`src/rtl/multicycle_control.sv`:
```
// Main control FSM for the multi-cycle processor.
// Moore controls decoded from the state register; fetch strobes qualified by mem_ready.
module multicycle_control (
  input  logic       clk,
  input  logic       reset,
  input  logic [5:0] opcode,
  input  logic       mem_ready,
  output logic       PCWrite,
  output logic       PCWriteCond,
  output logic       IorD,
  output logic       MemRead,
  output logic       MemWrite,
  output logic       MemtoReg,
  output logic       IRWrite,
  output logic       RegWrite,
  output logic       RegDst,
  output logic       ALUSrcA,
  output logic [1:0] ALUSrcB,
  output logic [1:0] PCSource,
  output logic [1:0] ALUOp,
  output logic       illegal_op,
  output logic [3:0] state
);

  typedef enum logic [3:0] {
    S_FETCH  = 4'd0,
    S_DECODE = 4'd1,
    S_MEMADR = 4'd2,
    S_MEMRD  = 4'd3,
    S_MEMWB  = 4'd4,
    S_MEMWR  = 4'd5,
    S_EXEC   = 4'd6,
    S_ALUWB  = 4'd7,
    S_BRANCH = 4'd8,
    S_JUMP   = 4'd9,
    S_EXECI  = 4'd10,
    S_ALUIWB = 4'd11
  } state_t;

  state_t state_q, state_d;
  logic   illegal_q, illegal_d;

  always_comb begin
    state_d   = S_FETCH;
    illegal_d = illegal_q;
    case (state_q)
      S_FETCH:  state_d = mem_ready ? S_DECODE : S_FETCH;
      S_DECODE: begin
        unique case (1'b1)
          (opcode < 6'd5):
            state_d = S_EXEC;
          (opcode >= 6'd5) && (opcode < 6'd10):
            state_d = S_EXECI;
          (opcode == 6'd10) || (opcode == 6'd11):
            state_d = S_MEMADR;
          (opcode == 6'd12):
            state_d = S_BRANCH;
          (opcode == 6'd13):
            state_d = S_JUMP;
          (opcode > 6'd13): begin
            state_d   = S_FETCH;
            illegal_d = 1'b1;
          end
        endcase
      end
      S_MEMADR: state_d = (opcode == 6'd10) ? S_MEMRD : S_MEMWR;
      S_MEMRD:  state_d = mem_ready ? S_MEMWB : S_MEMRD;
      S_MEMWR:  state_d = mem_ready ? S_FETCH : S_MEMWR;
      S_EXEC:   state_d = S_ALUWB;
      S_EXECI:  state_d = S_ALUIWB;
      default:  state_d = S_FETCH;
    endcase
  end

  always_ff @(posedge clk) begin
    if (reset) begin
      state_q   <= S_FETCH;
      illegal_q <= 1'b0;
    end else begin
      state_q   <= state_d;
      illegal_q <= illegal_d;
    end
  end

  // Reset masks every control so nothing fires while the FSM is held.
  always_comb begin
    PCWrite     = 1'b0;
    PCWriteCond = 1'b0;
    IorD        = 1'b0;
    MemRead     = 1'b0;
    MemWrite    = 1'b0;
    MemtoReg    = 1'b0;
    IRWrite     = 1'b0;
    RegWrite    = 1'b0;
    RegDst      = 1'b0;
    ALUSrcA     = 1'b0;
    ALUSrcB     = 2'b00;
    PCSource    = 2'b00;
    ALUOp       = 2'b00;
    if (!reset) begin
      case (state_q)
        S_FETCH: begin
          MemRead = 1'b1;
          ALUSrcB = 2'b01;
          IRWrite = mem_ready;
          PCWrite = mem_ready;
        end
        S_DECODE: ALUSrcB = 2'b11;
        S_MEMADR: begin
          ALUSrcA = 1'b1;
          ALUSrcB = 2'b10;
        end
        S_MEMRD: begin
          MemRead = 1'b1;
          IorD    = 1'b1;
        end
        S_MEMWB: begin
          RegWrite = 1'b1;
          MemtoReg = 1'b1;
        end
        S_MEMWR: begin
          MemWrite = 1'b1;
          IorD     = 1'b1;
        end
        S_EXEC: begin
          ALUSrcA = 1'b1;
          ALUOp   = 2'b10;
        end
        S_ALUWB: begin
          RegWrite = 1'b1;
          RegDst   = 1'b1;
        end
        S_EXECI: begin
          ALUSrcA = 1'b1;
          ALUSrcB = 2'b10;
          ALUOp   = 2'b10;
        end
        S_ALUIWB: RegWrite = 1'b1;
        S_BRANCH: begin
          ALUSrcA     = 1'b1;
          ALUOp       = 2'b01;
          PCWriteCond = 1'b1;
          PCSource    = 2'b01;
        end
        S_JUMP: begin
          PCWrite  = 1'b1;
          PCSource = 2'b10;
        end
        default: ;
      endcase
    end
  end

  assign illegal_op = illegal_q;
  assign state      = state_q;

endmodule

```
`config.mk`:
```
export PLATFORM = sky130hd
export DESIGN_NAME = multicycle_control
export DESIGN_NICKNAME = d
export VERILOG_FILES = /design/src/rtl/multicycle_control.sv
export SDC_FILE = /design/constraint.sdc
export NUM_CORES = 1
export LEC_CHECK = 0
export ABC_CLOCK_PERIOD_IN_PS = 1900
export BUFFER_PORTS_ARGS = -buffer_cell sky130_fd_sc_hd__buf_2
export CAP_MARGIN = 25
export CORE_AREA = 5 5 42 44
export DETAILED_ROUTE_END_ITERATION = 6
export DIE_AREA = 0 0 47 49
export HOLD_SLACK_MARGIN = 0.05
export PLACE_DENSITY = 0.79
export SLEW_MARGIN = 10
export SYNTH_ARGS = -nofsm -noshare
export SYNTH_HDL_FRONTEND = slang
export SYNTH_SLANG_ARGS = --single-unit
```
`constraint.sdc`:
```
create_clock -name clk -period 1.9 [get_ports clk]
set_input_delay 0.19 -clock clk [delete_from_list [all_inputs] [get_ports clk]]
set_output_delay 0.19 -clock clk [all_outputs]
set_load 0.005 [all_outputs]
```
==> metrics.yaml, run 1 <==
outcome:
  status: "completed"
power:
  p_leak_nw: 0.3292
  p_int_uw: 229.7
  switching_share_pct: 30.69
  p_switching_uw: 101.7
  p_clk_share_pct: 37.6
  ir_drop_mv: 0.4209
  seqPwrFrac_pct: 36.7
  pwr-share-comb_pct: 25.7
  powerDensity_nw_per_um2: 449.7
drt:
  wl_per_cell_um: 12.20
  drt-initial-drc-count: 7
  vias: 718
  ant_nets: 0
  drc_errors: 0
  drt-pass1-iter-count: 4
  viasPerCell: 5.654
  drt_wl_total_um: 1550
place:
  gp_congestion: 0.8002
  dp_hpwl_um: 1208
  port_buffers: 29
  dp_cells: 123
worst_setup_path:
  crit_path_start_kind: "register"
  required_ns: 1.71
  critPathKind: "reg2out"
  arrival_ns: 1.59
  worstPathMaxFanout: 12
  crit_path_end_kind: "output port"
final_layout:
  layout-area-overhead-vs-synth_pct: 23.22
  fin_util_pct: 52.59
  diodes: 0
  final_common_cell: "buf_2"
  drive_gt1_share_pct: 38.74
  fin_cells: 127
  mostFrequentLayoutCells: "buf_2, nor2_1, a21oi_1"
  finalNetCount: 121
clock_network:
  clkLatencyLatePin_ns: 0.24
  clock_path_buffers: 2
  cts_root_buf: "clkbuf_4"
  htreeDepth: 1
  cts_tree: "built"
  cts_buffers: 3
  cts_setup_buffers: 0
  clkSinkCount: 5
  path_clk_slew_ns: 0.05
yosys:
  muxShareOfSynthArea_pct: 1.674
  syn_nets: 96
  avgSynthCellArea_sq_um: 6.874
  synth_cell_types: 37
  ys_ff_latch: 5
  synth_top_family_by_area: "simple AND/OR/NAND/NOR gates"
  ys_seq_area_share_pct: 16.74
  yosysTopAreaCell: "dfxtp_1"
  synth_simple_gate_area_share_pct: 41.84
  netlist_area_sq_um: 598.1
  synth-xor-area-share_pct: 1.464
  synthTopCellsByArea: "dfxtp_1, nor2_1, a21oi_1, buf_6, nor4_1"
  yosysTopAreaCellShare_pct: 16.74
  ys_warn_count: 0
  synth_compound_area_share_pct: 24.27
  synth-adder-area-share_pct: 0
  syn_inst: 87
grt:
  grt_pass1_vias: 623
  antenna_found_initial: 0
  overflow: 0
  grt_usage_pct: 14.50
  grt_max_degree: 20
  grt_pass1_wl_um: 2580
die:
  io_pins: 30
  die_y_um: 49
  design.core.area_sq_um: 1401
  die_w_um: 47
  initial_core_util_pct: 42.68
  die-area_sq_um: 2303
  rows: 14
job:
  max-cap-violations: 0
sta:
  fin_crit_ns: 1.776
  worst_pin_slew_ns: 0.4749
  finClkSkew_ns: 0.004693
  fmax_mhz: 563.1
  slew_headroom_pct: 68.30
  hold_violations: 0
  rsz0062_at_grt: "false"
  tns_ns: 0
  slew_viol_final: 0
  setup_viol: 0
  finalCritPeriodShare_pct: 93.47
worst_hold_path:
  hold_path.class: "in2reg"
flip-flops by register name, summed over array words and instances (netlist names):
signal and flops:
state 4, illegal_op 1
cell type report:
cell class / count / area (sq um)
Sequential cell: 5 / 102.6
Fill cell: 156 / 664.4
Tap cell: 16 / 20.02
Inverter: 2 / 7.507
Multi-Input combinational cell: 69 / 420.4
Timing Repair Buffer: 31 / 160.2
Clock buffer: 4 / 26.28
final timing paths:
kind,start,endpoint,slack (ns),depth (start not counted)
hold / removal,reset,illegal_op,0.26,2
setup / recovery,state[2],MemRead,0.12,4
setup reg to reg,state[0],state[1],0.35,5
hold reg to reg,illegal_op,illegal_op,0.47,2
through the flow:
| stage | power [mW] | setup slack (ns) | hold WS, ns | instance area, sq um |
|---|---|---|---|---|
| finish | 0.3314 | 0.1241 | 0.2624 | 737.0 |
| floorplan | 0.1768 | 0.4810 | 0.3986 | 598.1 |
| CTS | 0.3358 | 0.1086 | 0.2453 | 728.2 |
| detailed placement | 0.2074 | 0.3760 | 0.4575 | 701.9 |
| global route | 0.3570 | 0.04828 | 0.2617 | 737.0 |
| global placement | 0.2057 | 0.3944 | 0.4525 | 701.9 |
routing by layer:
metal / track usage [%] / part of all wire (%)
met4: 5.530 / 0.39
met3: 2.214 / 9.2
met2: 23.53 / 48
met1: 18.42 / 42
met5: 0 / 0
synthesized netlist by cell type, drive strengths merged:
master and count:
nor2 13, buf 9, a21oi 8, nand2 7
nor4 7, nor3 6, dfxtp 5, o21ai 4
clkbuf 2, inv 2, nand2b 2, nand3 2
nor3b 2, a2111o 1, a2111oi 1, a21boi 1
a21o 1, a221o 1, a22oi 1, a311oi 1
a32oi 1, and3 1, mux2i 1, nor2b 1
o21a 1, o21bai 1, or2 1, or2b 1
or3 1, or4 1, xnor2 1
worst max-delay path: stages, from the launching register on:
cell and delay [ns]:
dfxtp_1 0.41, buf_4 0.23, or3_1 0.38, nor3b_1 0.18, buf_2 0.14
cell families after synthesis:
kind of cell	Yosys count
compound gates	22
xor+xnor	1
buf+inv	13
flops	5
mux	1
simple gates	45
power by group through the flow:
stage                     logic [mW]  clock network [mW]  registers, mW
after floorplan               0.0617                   0          0.115
after global placement        0.0830                   0          0.123
after detailed placement      0.0845                   0          0.123
after CTS                     0.0847               0.130          0.121
after global routing          0.0954               0.139          0.123
final                         0.0852               0.124          0.122
repair_timing:
item	in CTS	in global routing
endpoints found under the hold margin	0	0
setup endpoints to repair	0	2
gates resized for setup	0	3
hold buffers	0	0
(Power assumes the default switching activity.)
==> run 2, diff against run 1 <==
--- a/config.mk
+++ b/config.mk
@@ -5,6 +5,7 @@
 export SDC_FILE = /design/constraint.sdc
 export NUM_CORES = 1
 export LEC_CHECK = 0
+export ABC_AREA = 1
 export ABC_CLOCK_PERIOD_IN_PS = 1900
 export BUFFER_PORTS_ARGS = -buffer_cell sky130_fd_sc_hd__buf_2
 export CAP_MARGIN = 25
@@ -12,7 +13,7 @@
 export DETAILED_ROUTE_END_ITERATION = 6
 export DIE_AREA = 0 0 47 49
 export HOLD_SLACK_MARGIN = 0.05
-export PLACE_DENSITY = 0.79
+export PLACE_DENSITY = 0.75
 export SLEW_MARGIN = 10
 export SYNTH_ARGS = -nofsm -noshare
 export SYNTH_HDL_FRONTEND = slang
==> run 2 against run 1 <==
Critical path depth rose by 1. Utilization shrank 1.5 points. Final cell count rose by 20%. Sequential power shrank 6%. Sequential share of layout area grew 0.064 points. Via count shrank 3.1%. Die area is the same.
==> metrics.yaml, run 2 <==
drt:
  drc_errors: 0
  ant_nets: 0
  wl_per_cell_um: 9.000
  drt-initial-drc-count: 10
  viasPerCell: 4.549
  drt-pass1-iter-count: 6
  drt_wl_total_um: 1377
  vias: 696
yosys:
  yosysTopAreaCellShare_pct: 22.65
  synth_simple_gate_area_share_pct: 52.17
  synth_top_family_by_area: "simple AND/OR/NAND/NOR gates"
  synth-xor-area-share_pct: 0
  ys_seq_area_share_pct: 18.31
  synthTopCellsByArea: "nand2_1, dfxtp_1, nor2_1, inv_1, a21oi_1"
  synth_cell_types: 20
  ys_warn_count: 0
  muxShareOfSynthArea_pct: 0
  synth_compound_area_share_pct: 12.36
  netlist_top_cells_count: "nand2_1, nor2_1, inv_1, a21oi_1, dfxtp_1"
  synthFlopType: "dfxtp_1"
  yosysTopAreaCell: "nand2_1"
  synth-adder-area-share_pct: 0
  syn_nets: 117
  ys_ff_latch: 5
  synth_edf_count: 0
  netlist_area_sq_um: 546.8
  async_flop_share_pct: 0
  syn_inst: 108
  yosysMostFrequentCell: "nand2_1"
  avgSynthCellArea_sq_um: 5.063
final_layout:
  final_area_sq_um: 715.7
  layout-area-overhead-vs-synth_pct: 30.89
  drive_gt1_share_pct: 29.20
  largest_register_ffs: 4
  fin_cells: 153
  mostFrequentLayoutCells: "nand2_1, buf_2, nor2_1"
  final_common_cell: "nand2_1"
  fin_util_pct: 51.07
  finalNetCount: 147
  diodes: 0
power:
  powerDensity_nw_per_um2: 434.8
  p_leak_nw: 0.4523
  ir_drop_mv: 0.2513
  p_clk_share_pct: 38.5
  finalPower_uw: 311.2
  p_switching_uw: 92.36
  switching_share_pct: 29.68
  pwr-share-comb_pct: 24.7
  p_int_uw: 218.8
  seqPwrFrac_pct: 36.9
clock_network:
  clkLatencyLatePin_ns: 0.23
  cts_buffers: 3
  cts_setup_buffers: 0
  hold_buffers: 0
  htreeDepth: 1
  clkSinkCount: 5
  cts_resized: 0
  cts_root_buf: "clkbuf_4"
  clock_path_buffers: 2
  path_clk_slew_ns: 0.04
  cts_tree: "built"
sta:
  fin_ws_ns: 0.3616
  rsz0062_at_grt: "false"
  hold_violations: 0
  tns_ns: 0
  fmax_mhz: 650.0
  slew_headroom_pct: 80.02
  slew_viol_final: 0
  setup_viol: 0
  finalCritPeriodShare_pct: 80.97
  finalHoldWorstSlack_ns: 0.3140
  fin_crit_ns: 1.538
  worst_pin_slew_ns: 0.2996
  finClkSkew_ns: 0.001375
worst_setup_path:
  critPathKind: "reg2out"
  cp_slowest_cell: "dfxtp_1"
  crit_end: "ALUSrcB[1]"
  crit_start: "state[1]"
  required_ns: 1.71
  worstReg2RegStart: "state[0]"
  r2r_setup_slack_ns: 0.71
  crit_chain: "inv_1 > nor2_2 > nand2_2 > a31oi_1 > buf_2"
  arrival_ns: 1.35
  crit_path_end_kind: "output port"
  reg2reg_depth: 6
  crit_path_start_kind: "register"
  max_stage_delay_ns: 0.45
  r2r-end: "state[0]"
  worstPathMaxFanout: 8
place:
  dp_hpwl_um: 1194
  dp_cells: 149
  pre_cts_ws_ns: 0.6155
  port_buffers: 29
  dpl-instance-area_sq_um: 689.4
  gp_congestion: 0.8997
job:
  max-cap-violations: 0
grt:
  grt_usage_pct: 12.45
  overflow: 0
  grt_pass1_wl_um: 2208
  antenna_found_initial: 0
  grt_pass1_vias: 573
  grt_max_degree: 19
die:
  io_pins: 30
  die_y_um: 49
  rows: 14
  initial_core_util_pct: 39.02
  design.core.area_sq_um: 1401
  die-area_sq_um: 2303
  die_w_um: 47
outcome:
  status: "completed"
worst_hold_path:
  hold_path.class: "in2reg"
run 2: cell types whose count changed in the layout (fill, tap and decap cells not counted), sizes merged, moves of 3 or more:
| cell | change |
|---|---|
| a21oi | -3 |
| nor2 | +15 |
| nor3 | -4 |
| inv | +17 |
| nand2 | +28 |
| nor4 | -7 |
run 2: power groups by stage:
stage | sequential [mW] | combinational [mW] | clock [mW]
2_1_floorplan | 0.117 | 0.0480 | 0
3_3_place_gp | 0.116 | 0.0764 | 0
3_5_place_dp | 0.117 | 0.0777 | 0
4_1_cts | 0.115 | 0.0777 | 0.121
5_1_grt | 0.115 | 0.0883 | 0.138
6_report | 0.115 | 0.0767 | 0.120
run 2: worst min path at each step:
stage / startpoint / slack (ns) / end / cells after the start
final: reset / 0.31 / state[2] / 2
after CTS: reset / 0.31 / state[1] / 2
after detailed placement: illegal_op / 0.45 / illegal_op / 2
after floorplan: mem_ready / 0.42 / state[2] / 4
after global routing: reset / 0.34 / state[2] / 2
after global placement: illegal_op / 0.44 / illegal_op / 2
run 2: cell type report:
type	instances	area, sq um
Tap cell	16	20.02
Clock buffer	4	26.28
Sequential cell	5	100.1
Timing Repair Buffer	29	145.1
Inverter	19	71.32
Fill cell	160	685.7
Multi-Input combinational cell	80	352.8
run 2: kinds of logic after synthesis:
logic type      after synthesis
simple gates                 69
flops                         5
compound gates               11
buf+inv                      23
run 2: critical path: cells and delay by family, from the launching register on:
kind / cells / cell delay [ns]
buffers and inverters: 2 / 0.24
AOI/OAI and AO/OA: 1 / 0.17
and+or+nand+nor: 2 / 0.25
DFF: 1 / 0.45
run 2: metal layers:
layer  track usage (%)  part of all wire [%]
met5                 0                     0
met3             1.476                    12
met2             22.17                    49
met1             14.44                    40
met4             4.147                     0
